<file path="config.mk">
export PLATFORM = sky130hd
export DESIGN_NAME = serial_adder
export DESIGN_NICKNAME = d
export VERILOG_FILES = /design/src/rtl/serial_adder_pkg.sv /design/src/rtl/full_adder_bit.sv /design/src/rtl/serial_adder.sv
export SDC_FILE = /design/constraint.sdc
export NUM_CORES = 1
export LEC_CHECK = 0
export ABC_AREA = 1
export ABC_CLOCK_PERIOD_IN_PS = 1100
export CORE_MARGIN = 1
export CORE_UTILIZATION = 31
export DETAILED_ROUTE_END_ITERATION = 10
export GPL_TIMING_DRIVEN = 1
export HOLD_SLACK_MARGIN = 0.05
export PLACE_DENSITY_LB_ADDON = 0.08
export SLEW_MARGIN = 40
export SYNTH_ARGS = -nofsm -noshare
export SYNTH_HDL_FRONTEND = slang
export SYNTH_SLANG_ARGS = --single-unit
</file>
<file path="constraint.sdc">
create_clock -name clk -period 1.1 [get_ports clk]
set_input_delay 0.22 -clock clk [delete_from_list [all_inputs] [get_ports clk]]
set_output_delay 0.22 -clock clk [all_outputs]
set_load 0.02 [all_outputs]
</file>
<file path="src/rtl/serial_adder_pkg.sv">
`default_nettype none
// ============================================================================
// Module      : serial_adder_pkg
// Description : Shared definitions for the bit-serial adder: FSM state
//               encoding, default operand width and bit-counter sizing.
// Revision    : 1.0 - initial release
// ============================================================================
package serial_adder_pkg;

    localparam int SA_WIDTH = 8;

    typedef enum logic [1:0] {
        IDLE = 2'd0,
        ADD  = 2'd1,
        DONE = 2'd2
    } sa_state_e;

    // Counter must hold 0..width-1; a 1-bit operand still needs a 1-bit counter.
    function automatic int sa_cnt_width(input int width);
        return (width > 1) ? $clog2(width) : 1;
    endfunction

    localparam int SA_CNT_W = sa_cnt_width(SA_WIDTH);

endpackage
`default_nettype wire

</file>
<file path="src/rtl/full_adder_bit.sv">
`default_nettype none
// ============================================================================
// Module      : full_adder_bit
// Description : 1-bit combinational full adder.
// Ports       : a, b, cin - addend bits and carry in
//               s         - sum bit
//               cout      - carry out (majority of the three inputs)
// Revision    : 1.0 - initial release
// ============================================================================
module full_adder_bit (
    input  logic a,
    input  logic b,
    input  logic cin,
    output logic s,
    output logic cout
);

    assign s    = a ^ b ^ cin;
    assign cout = (a & b) | (a & cin) | (b & cin);

endmodule
`default_nettype wire

</file>
<file path="src/rtl/serial_adder.sv">
`default_nettype none
// ============================================================================
// Module      : serial_adder
// Description : Bit-serial WIDTH-bit adder. On an accepted start the operands
//               are captured and added LSB first, one bit per clock, through a
//               single full adder and a carry flip-flop. The carry-out of the
//               top bit is discarded (result is modulo 2^WIDTH).
// Ports       : clk   - clock, rising edge
//               rst   - synchronous reset, active low
//               a, b  - operands, sampled only when a start is accepted
//               start - level request; a new add needs start low then high
//               c     - result shift register (final sum while done is high)
//               done  - high while the finished result is held
// Revision    : 1.0 - initial release
// ============================================================================
module serial_adder
    import serial_adder_pkg::*;
#(
    parameter int WIDTH = SA_WIDTH
) (
    input  logic             clk,
    input  logic             rst,
    input  logic [WIDTH-1:0] a,
    input  logic [WIDTH-1:0] b,
    input  logic             start,
    output logic [WIDTH-1:0] c,
    output logic             done
);

    localparam int                c_cnt_w     = sa_cnt_width(WIDTH);
    localparam logic [c_cnt_w-1:0] c_last_step = c_cnt_w'(WIDTH - 1);

    sa_state_e          r_state;
    sa_state_e          w_state_nxt;
    logic [WIDTH-1:0]   r_a_sh;
    logic [WIDTH-1:0]   r_b_sh;
    logic [WIDTH-1:0]   r_c;
    logic [c_cnt_w-1:0] r_cnt;
    logic               r_carry;
    logic               w_sum;
    logic               w_cout;

    full_adder_bit u_fa (
        .a    (r_a_sh[0]),
        .b    (r_b_sh[0]),
        .cin  (r_carry),
        .s    (w_sum),
        .cout (w_cout)
    );

    // ------------------------------------------------------------------
    // FSM state register
    // ------------------------------------------------------------------
    always_ff @(posedge clk) begin
        if (!rst) begin
            r_state <= IDLE;
        end else begin
            r_state <= w_state_nxt;
        end
    end

    // ------------------------------------------------------------------
    // FSM next-state logic. DONE only returns to IDLE once start drops,
    // so a held start cannot launch a second addition.
    // ------------------------------------------------------------------
    always_comb begin
        w_state_nxt = r_state;
        case (r_state)
            IDLE:    if (start)                w_state_nxt = ADD;
            ADD:     if (r_cnt == c_last_step) w_state_nxt = DONE;
            DONE:    if (!start)               w_state_nxt = IDLE;
            default:                           w_state_nxt = IDLE;
        endcase
    end

    // ------------------------------------------------------------------
    // Datapath: operand capture, bit-serial step, result shift register
    // ------------------------------------------------------------------
    always_ff @(posedge clk) begin
        if (!rst) begin
            r_a_sh  <= '0;
            r_b_sh  <= '0;
            r_c     <= '0;
            r_cnt   <= '0;
            r_carry <= 1'b0;
        end else begin
            case (r_state)
                IDLE: begin
                    if (start) begin
                        r_a_sh  <= a;
                        r_b_sh  <= b;
                        r_c     <= '0;
                        r_cnt   <= '0;
                        r_carry <= 1'b0;
                    end
                end
                ADD: begin
                    // Sum bits enter at the MSB so after WIDTH steps bit 0
                    // of the sum has shifted down to c[0].
                    r_c     <= {w_sum, r_c[WIDTH-1:1]};
                    r_carry <= w_cout;
                    r_a_sh  <= r_a_sh >> 1;
                    r_b_sh  <= r_b_sh >> 1;
                    r_cnt   <= r_cnt + c_cnt_w'(1);
                end
                default: begin
                end
            endcase
        end
    end

    assign c    = r_c;
    assign done = (r_state == DONE);

endmodule
`default_nettype wire

</file>
Word level (Yosys, flattened, before mapping)
Index checks and enable logic that the tools add are counted.

Flip-flop bits (word level): 30. Input bits: 19. Output and inout port bits: 9.

Add/subtract/negate cells: 1. Equal/unequal tests: 6. Muxes and demuxes: 14. Bitwise logic cells: 7. Reduce and logical (&&, ||, !) cells: 4.

Operators by type and width (count): one-hot mux 8 bit (2 select lines) (3); two-way mux 8 bit (3); two-way mux 2 bit (3); != test 2 bit, second input constant (3); one-hot mux 2 bit (3 select lines) (1); one-hot mux 3 bit (2 select lines) (1); adder 3 x 1 -> 3 bit, second input constant (1); bitwise AND 1 bit (3); == test 3 bit, second input constant (1); two-way mux 3 bit (1); AND reduction 3 bit (1); == test 2 x 1 -> 1 bit, second input constant (1); == test 2 bit, second input constant (1); zero test 2 bit (1); bitwise OR 1 bit (2); one-hot mux 1 bit (2 select lines) (1); AND reduction 2 bit (1); nonzero test 2 bit (1); XOR 1 bit (2); two-way mux 1 bit (1).

Depth between registers and ports, before layout
Gate-level depths: netlist of the first run.

Word-level depth: 4. Gate-level depth with buffers: 7. Mapped depth without buffers: 7.

Hierarchy
A second synthesis of the first run with hierarchy kept.

Cell total of the unflattened synthesis: 197. Area, all modules: 1619.1 um^2.

By module, submodules not included: serial_adder (instances 1, cells an instance 196, area each 1599.0 um^2); full_adder_bit (instances 1, cells an instance 1, area each 20.0 um^2).

Least setup slack after synthesis of the first run
OpenSTA, ideal clock, no wires.

Path type: register -> register. Start: reg r_carry. End: reg r_c[7] (netlist: c[7]). Setup time: 0.066 ns. Arrival time: 0.997 ns. Setup slack: 0.037 ns. Stages on the path, launching flop included: 4. Clock period less this slack: 1.063 ns. Path through: dfxtp_1 > fa_1 > nand2_1 > a21oi_2.

Word-level cells in the longest chain between the ends: 2.

Ends and longest elaborated chain: from (decl) (line serial_adder.sv:39) `logic r_carry;`; from (signal assigned) (line serial_adder.sv:101) `r_carry <= w_cout;`; XOR 1 bit (line full_adder_bit.sv:18) `assign s = a ^ b ^ cin;`; one-hot mux 8 bit (2 select lines) (line serial_adder.sv:87) `case (r_state)`; to (signal assigned) (line serial_adder.sv:100) `r_c <= {w_sum, r_c[WIDTH-1:1]};`; to (decl) (line serial_adder.sv:37) `logic [WIDTH-1:0] r_c;`.

Every way passes these cells. A chain may end at the register's enable or synchronous reset.

Worst setup path after layout of the first run
Start: reg r_state[1]. End: reg r_b_sh[3].

Word-level cells in the longest chain between the ends: 3.

Ends and longest elaborated chain: from (decl) (line serial_adder.sv:33) `sa_state_e r_state;`; from (signal assigned) (line serial_adder.sv:58) `r_state <= w_state_nxt;`; == test 2 x 1 -> 1 bit / zero test 2 bit (equally long branches) (line serial_adder.sv:87); nonzero test 2 bit (no source line) / != test 2 bit (equally long branches); AND reduction 2 bit (no source line); to (signal assigned) (line serial_adder.sv:103) `r_b_sh <= r_b_sh >> 1;`; to (decl) (line serial_adder.sv:36) `logic [WIDTH-1:0] r_b_sh;`.

Parallel ways exist; a longest one is shown, timed or not.

==> out/metrics.cfg, run 1 <==
[synth]
synth_seq_cells = 30
synth_top_area_share_pct = 38.62
synth_area_mm2 = 0.001555
yosys-top-cells-area = dfxtp_1 39%, nand3_1 14%, nand2_1 7.5%, nand3_2 6.4%, inv_1 6.0%
seq_area_frac_synth_pct = 38.62
synth_nets = 219
synth_warnings = 0
avgSynthCellArea_um2 = 7.895
netlist.top_cell.by_area = dfxtp_1
ys_types = 21
syn_inst = 197

[route]
antenna_left = 0
wire_per_inst_um = 11.47
drt-total-wl_um = 3520
drt_first_pass_iters = 4
drc_errors = 0
via_count = 1384
viasPerCell = 4.508
drt_iter0_drc = 80

[pwr]
p_sw_uw = 646.6
internal_power_uw = 1847
p_sw_share_pct = 25.93
pwr-share-clk_pct = 34.2
seqPwrFrac_pct = 47.4
cellPowerDensity_mw_per_mm2 = 1193
leakage_uw = 0.0008821
p_comb_share_pct = 18.4
ir_worst_vdd_v = 0.0006463

[placement]
dp_slack_ns = -0.2579
placement.io_buffers = 27
dpl_cell_area_mm2 = 0.001961
dp_hpwl_um = 2333
place_congestion = 0.7167

[sta]
grt_setup_unrepaired = true
whs_ns = 0.4609
slew_violations = 0
slew_headroom_pct = 88.05
fmax_mhz = 895.7
tightest_slew_ns = 0.1786
tns_ns = -0.03956
setup-violations-final = 5
period_share_pct = 101.5
final.min_clock_period_ns = 1.116
skew_ns = 0.004877
hold_violations = 0
setup_slack_ns = -0.01649

[die]
start_util_pct = 32.50
rows = 25
coreArea_mm2 = 0.004786
die_x_um = 72.83
die-height_um = 72.83
io_pins = 28
dieArea_mm2 = 0.005304

[global_routing]
top_usage_layer = met2
track_usage_pct = 14.57
grt_max_degree = 28
grt_pass1_wl_um = 5947
grt_pass1_vias = 1355
grt_overflow = 0
met3_usage_pct = 4.696
antenna_found_initial = 0
grt_use_met1_pct = 17.97
grt_use_met2_pct = 24.09

[run]
maxCapViolCount = 0

[clocking]
cts_root_buffer = clkbuf_8
cts_sinks = 30
path_clk_slew_ns = 0.06
numCtsBuffers = 5
cts_tree = built
clk_latency_ns = 0.28
hold_buffers = 0
clock_path_buffers = 2
cts_htree_levels = 2

[cells_and_area]
antenna_cells = 0
areaGrowthSynthToFinish_pct = 34.43
nFillCells = 502
drive_gt1_share_pct = 29.58
nNetsFinal = 263
final_area_mm2 = 0.002091

[outcome]
violations = setup timing
status = complete, but fails checks

[worst_setup_path]
cp_max_fo = 21
end_kind = register
startpoint_type = register
cp.arrival_ns = 1.28
worstSetupPathType = register to register
required_ns = 1.26

[hold_path]
hold_path.class = register to register

per-stage QoR:
stage / power, uW / std cells / util, %
finish: 2493 / 307 / 43.69
global route: 2636 / 307 / 43.69
CTS: 2520 / 306 / 43.69
detailed placement: 1636 / 297 / 40.97
global placement: 1629 / 297 / 40.97
floorplan: 1503 / 197 / -
final timing paths:
| check | slack (ns) | cells past startpoint | end | from |
|---|---|---|---|---|
| worst max-delay path | -0.02 | 7 | r_b_sh[3]$_SDFFE_PN0P_ | r_state[1]$_SDFFE_PN0P_ |
| worst max register to register | -0.02 | 7 | r_b_sh[3]$_SDFFE_PN0P_ | r_state[1]$_SDFFE_PN0P_ |
| worst min register to register | 0.46 | 1 | r_cnt[0]$_SDFFE_PN0P_ | r_cnt[0]$_SDFFE_PN0P_ |
| worst min-delay path | 0.46 | 1 | r_cnt[0]$_SDFFE_PN0P_ | r_cnt[0]$_SDFFE_PN0P_ |
worst max-delay path: stages (launching register included):
cell and delay, ns:
dfxtp_2 0.35, inv_4 0.05, buf_12 0.13, nand2_8 0.08, buf_12 0.17, nand2_1 0.07, nand3_1 0.09, a21oi_1 0.06
logic make-up (layout without fill, tap and decap cells):
family | Yosys count | in the layout | synth area share (%)
AOI/OAI and AO/OA | 29 | 29 | 11.91
and+or+nand+nor | 94 | 94 | 32.18
buffers and inverters | 41 | 84 | 14.40
adders and majority gates | 3 | 3 | 2.896
DFF | 30 | 30 | 38.62
timing repair:
action | 4_1_cts | 5_1_grt
hold endpoints to repair | 0 | 0
setup endpoints to repair | 39 | 33
buffers inserted | 3 | 1
pin swaps | 3 | 0
gates resized for setup | 47 | 9
layout by cell type (no fill, tap or decap), types with 3 or more instances in the layout:
| master | Yosys | layout |
|---|---|---|
| nand3_1 | 43 | 43 |
| nand2_1 | 31 | 30 |
| dfxtp_1 | 30 | 26 |
| inv_1 | 25 | 25 |
| clkdlybuf4s50_1 | 0 | 18 |
| buf_4 | 6 | 16 |
| a21oi_1 | 17 | 15 |
| a21oi_2 | 10 | 12 |
| nand3_2 | 10 | 10 |
| buf_2 | 4 | 8 |
| nor2_1 | 7 | 6 |
| clkbuf_8 | 0 | 6 |
| buf_6 | 1 | 4 |
| dfxtp_2 | 0 | 4 |
| buf_12 | 2 | 3 |
Yosys cell counts:
cell type	count
inv_4	1
ha_1	2
fa_1	1
buf_4	6
buf_2	4
dfxtp_1	30
clkinv_1	1
nand2_8	1
o21a_1	1
o21ai_0	1
nor2_1	7
nand2_4	2
inv_2	1
a21oi_1	17
nand3_2	10
a21oi_2	10
nand2_1	31
inv_1	25
nand3_1	43
buf_6	1
buf_12	2
sequential cells by signal (all words and copies together) (netlist names):
register and flops:
c 8, r_carry 1, r_a_sh 8, r_b_sh 8, r_state 2, r_cnt 3
power by group through the flow:
stage / Sequential, uW / Combinational [uW] / Clock (uW)
after floorplan: 1200 / 306 / 0
after global placement: 1200 / 429 / 0
after detailed placement: 1200 / 434 / 0
after CTS: 1180 / 451 / 887
after global routing: 1190 / 514 / 931
final: 1180 / 458 / 852
per-layer routing:
layer	share of wire, %	vias up
met1	48	635
li1	-	723
met4	1.3	0
met3	4.1	5
met5	0	-
met2	46	21
area by class of cell:
| type | count | area (um^2) | share of cell area [%] |
|---|---|---|---|
| sequential | 30 | 605.6 | 28.96 |
| clock buffer | 6 | 82.58 | 3.950 |
| tap | 67 | 83.83 | 4.010 |
| inverter | 28 | 110.1 | 5.266 |
| timing repair buffer | 50 | 460.4 | 22.02 |
| multi-input combinational | 126 | 748.2 | 35.79 |
Power figures use the tool's default switching activity.
==> run 2: changes to the inputs <==
Settings changed: CORE_UTILIZATION 31 to 47, SYNTH_HIERARCHICAL set to 1, TNS_END_PERCENT set to 5.
==> out/metrics.cfg, run 2 <==
[global_routing]
antenna_found_initial = 0  ; unchanged
grt_overflow = 0  ; unchanged
grt_max_degree = 28  ; unchanged
grt_pass1_vias = 1370  ; +1.1%
grt_pass1_wl_um = 5754  ; -3.2%
track_usage_pct = 21.14  ; +6.6 points

[clocking]
cts_root_buffer = clkbuf_4
clk_latency_ns = 0.33  ; +0.05 ns
cts_htree_levels = 2  ; unchanged
cts_tree = built
path_clk_slew_ns = 0.09  ; +0.03 ns
hold_buffers = 0  ; unchanged
cts_sinks = 30  ; unchanged
clock_path_buffers = 2  ; unchanged
numCtsBuffers = 5  ; unchanged

[placement]
dp_hpwl_um = 2288  ; -2.0%
place_congestion = 0.7958  ; +11%
place_inst = 275  ; -7.4%
placement.io_buffers = 27  ; unchanged

[synth]
synth_top_area_share_pct = 37.09  ; -1.5 points
synth_warnings = 6  ; +6
synth_edf_count = 0  ; unchanged
synthTopCellsByCount = 34 x nand3_1, 31 x nand2_1, 30 x dfxtp_1
ys_types = 22  ; +4.8%
async_flop_share_pct = 0  ; unchanged
yosys-top-cells-area = dfxtp_1 37%, nand3_2 12%, nand3_1 11%, a21oi_2 7.6%, nand2_1 7.2%
seq_area_frac_synth_pct = 37.09  ; -1.5 points
netlist.top_cell.by_area = dfxtp_1
synth_most_common_cell = nand3_1
synth_flop_cell = dfxtp_1
avgSynthCellArea_um2 = 8.219  ; +4.1%
syn_inst = 197  ; unchanged
synth_seq_cells = 30  ; unchanged
synth_nets = 219  ; unchanged
synth_area_mm2 = 0.001619  ; +4.1%

[worst_setup_path]
worstSetupPathType = register to register
end_kind = register
startpoint_type = register
required_ns = 1.37  ; +0.11 ns
cp.arrival_ns = 1.44  ; +0.16 ns
cp_max_fo = 8  ; -62%

[route]
drc_errors = 0  ; unchanged
drt-total-wl_um = 3530  ; +0.28%
wire_per_inst_um = 12.34  ; +7.6%
drt_first_pass_iters = 4  ; unchanged
via_count = 1458  ; +5.3%
drt_iter0_drc = 81  ; +1.3%
antenna_left = 0  ; unchanged
viasPerCell = 5.098  ; +13%

[sta]
fmax_mhz = 853.6  ; -4.7%
final.min_clock_period_ns = 1.172  ; +0.05501 ns
tightest_slew_ns = 0.2251  ; +0.04644 ns
setup_slack_ns = -0.07151  ; -0.05501 ns
slew_headroom_pct = 84.94  ; -3.1 points
hold_violations = 0  ; unchanged
tns_ns = -0.8093  ; -0.7698 ns
slew_violations = 0  ; unchanged
period_share_pct = 106.5  ; +5.0 points
skew_ns = 0.003659  ; -0.001218 ns
grt_setup_unrepaired = true
setup-violations-final = 25  ; +20

[die]
io_pins = 28  ; unchanged
dieArea_mm2 = 0.003683  ; -31%
die-height_um = 60.69  ; -17%
coreArea_mm2 = 0.003153  ; -34%
die_x_um = 60.69  ; -17%
rows = 20  ; -20%
start_util_pct = 51.35  ; +19 points

[cells_and_area]
antenna_cells = 0  ; unchanged
finish.utilization_pct = 68.61  ; +25 points
layout_common_cells = 31 x nand3_1, 30 x nand2_1, 27 x dfxtp_1
fin_cells = 286  ; -6.8%
seq_area_um2 = 606.8  ; +0.21%
nFillCells = 281  ; -44%
drive_gt1_share_pct = 35.95  ; +6.4 points
final_common_cell = nand3_1
areaGrowthSynthToFinish_pct = 33.62
multiInputGateArea_um2 = 840.8  ; +12%
nNetsFinal = 263  ; unchanged

[run]
maxCapViolCount = 0  ; unchanged

[outcome]
status = complete, but fails checks
violations = setup timing

[hold_path]
hold_path.class = input port to register

[pwr]
ir_worst_vdd_v = 0.0005823  ; -9.9%
cellPowerDensity_mw_per_mm2 = 1112  ; -6.7%
leakage_uw = 0.0009106  ; +3.2%

run 2: final timing paths:
path	start	to	slack [ns]	cells after the start
worst max-delay path	r_state[1]$_SDFFE_PN0P_	r_a_sh[0]$_SDFFE_PN0P_	-0.07	7
worst min-delay path	b[7]	r_b_sh[7]$_SDFFE_PN0P_	0.45	3
worst max register to register	r_state[1]$_SDFFE_PN0P_	r_a_sh[0]$_SDFFE_PN0P_	-0.07	7
worst min register to register	r_b_sh[2]$_SDFFE_PN0P_	r_b_sh[2]$_SDFFE_PN0P_	0.48	2
run 2: per-layer routing:
metal | track usage [%] | up-vias | share of wire (%)
met5 | 0 | - | 0
met4 | 8.442 | 0 | 1.3
met3 | 5.970 | 6 | 5.9
met2 | 34.85 | 40 | 49
met1 | 26.12 | 683 | 44
li1 | - | 729 | -
run 2: cells by family after synthesis:
group	count (synthesis)	share of synthesized area [%]
AO/OA/AOI/OAI	29	12.36
adder cells (fa/ha/maj)	3	2.782
flip-flops	30	37.09
AND/OR/NAND/NOR	94	33.69
buffers and inverters	41	14.06
run 2: cell type report:
| cell class | count | share of cell area [%] |
|---|---|---|
| Inverter | 28 | 5.090 |
| Sequential cell | 30 | 28.05 |
| Timing Repair Buffer | 50 | 22.67 |
| Clock buffer | 7 | 2.545 |
| Multi-Input combinational cell | 126 | 38.87 |
| Tap cell | 44 | 2.545 |
| Clock inverter | 1 | 0.2313 |
run 2: report_power, final:
part | internal, uW | switching [uW]
clock | 309 | 377
combinational | 256 | 280
sequential | 1150 | 38.4
total | 1710 | 695
run 2: per-stage QoR:
step,setup slack [ns],hold slack (ns),total power [uW],instance area [um^2]
2_1_floorplan,0.03661,0.3176,1544,1619
3_3_place_gp,-0.2570,0.4527,1675,2012
3_5_place_dp,-0.2916,0.4575,1684,2012
4_1_cts,-0.07546,0.4418,2399,2095
5_1_grt,-0.1493,0.4622,2541,2163
6_report,-0.07151,0.4511,2406,2163
run 2: worst max-delay path, stage by stage (launching register included):
cell	delay (ns)
dfxtp_2	0.36
inv_4	0.05
buf_12	0.13
nand2_8	0.11
buf_12	0.14
buf_8	0.12
nand3_2	0.07
a21oi_2	0.12
run 2: repair_timing:
| action | CTS | global route |
|---|---|---|
| gates resized for setup | 53 | 12 |
| cloned | 0 | 0 |
| pin swaps | 0 | 5 |
| setup endpoints to repair | 39 | 29 |
| setup buffers | 1 | 2 |
==> run 3: changes to the inputs <==
Settings changed: CTS_CLUSTER_DIAMETER set to 80, SLEW_MARGIN 40 to 10.
==> results of run 3 <==
Final layout, timing and power as in run 2 (identical DEF).
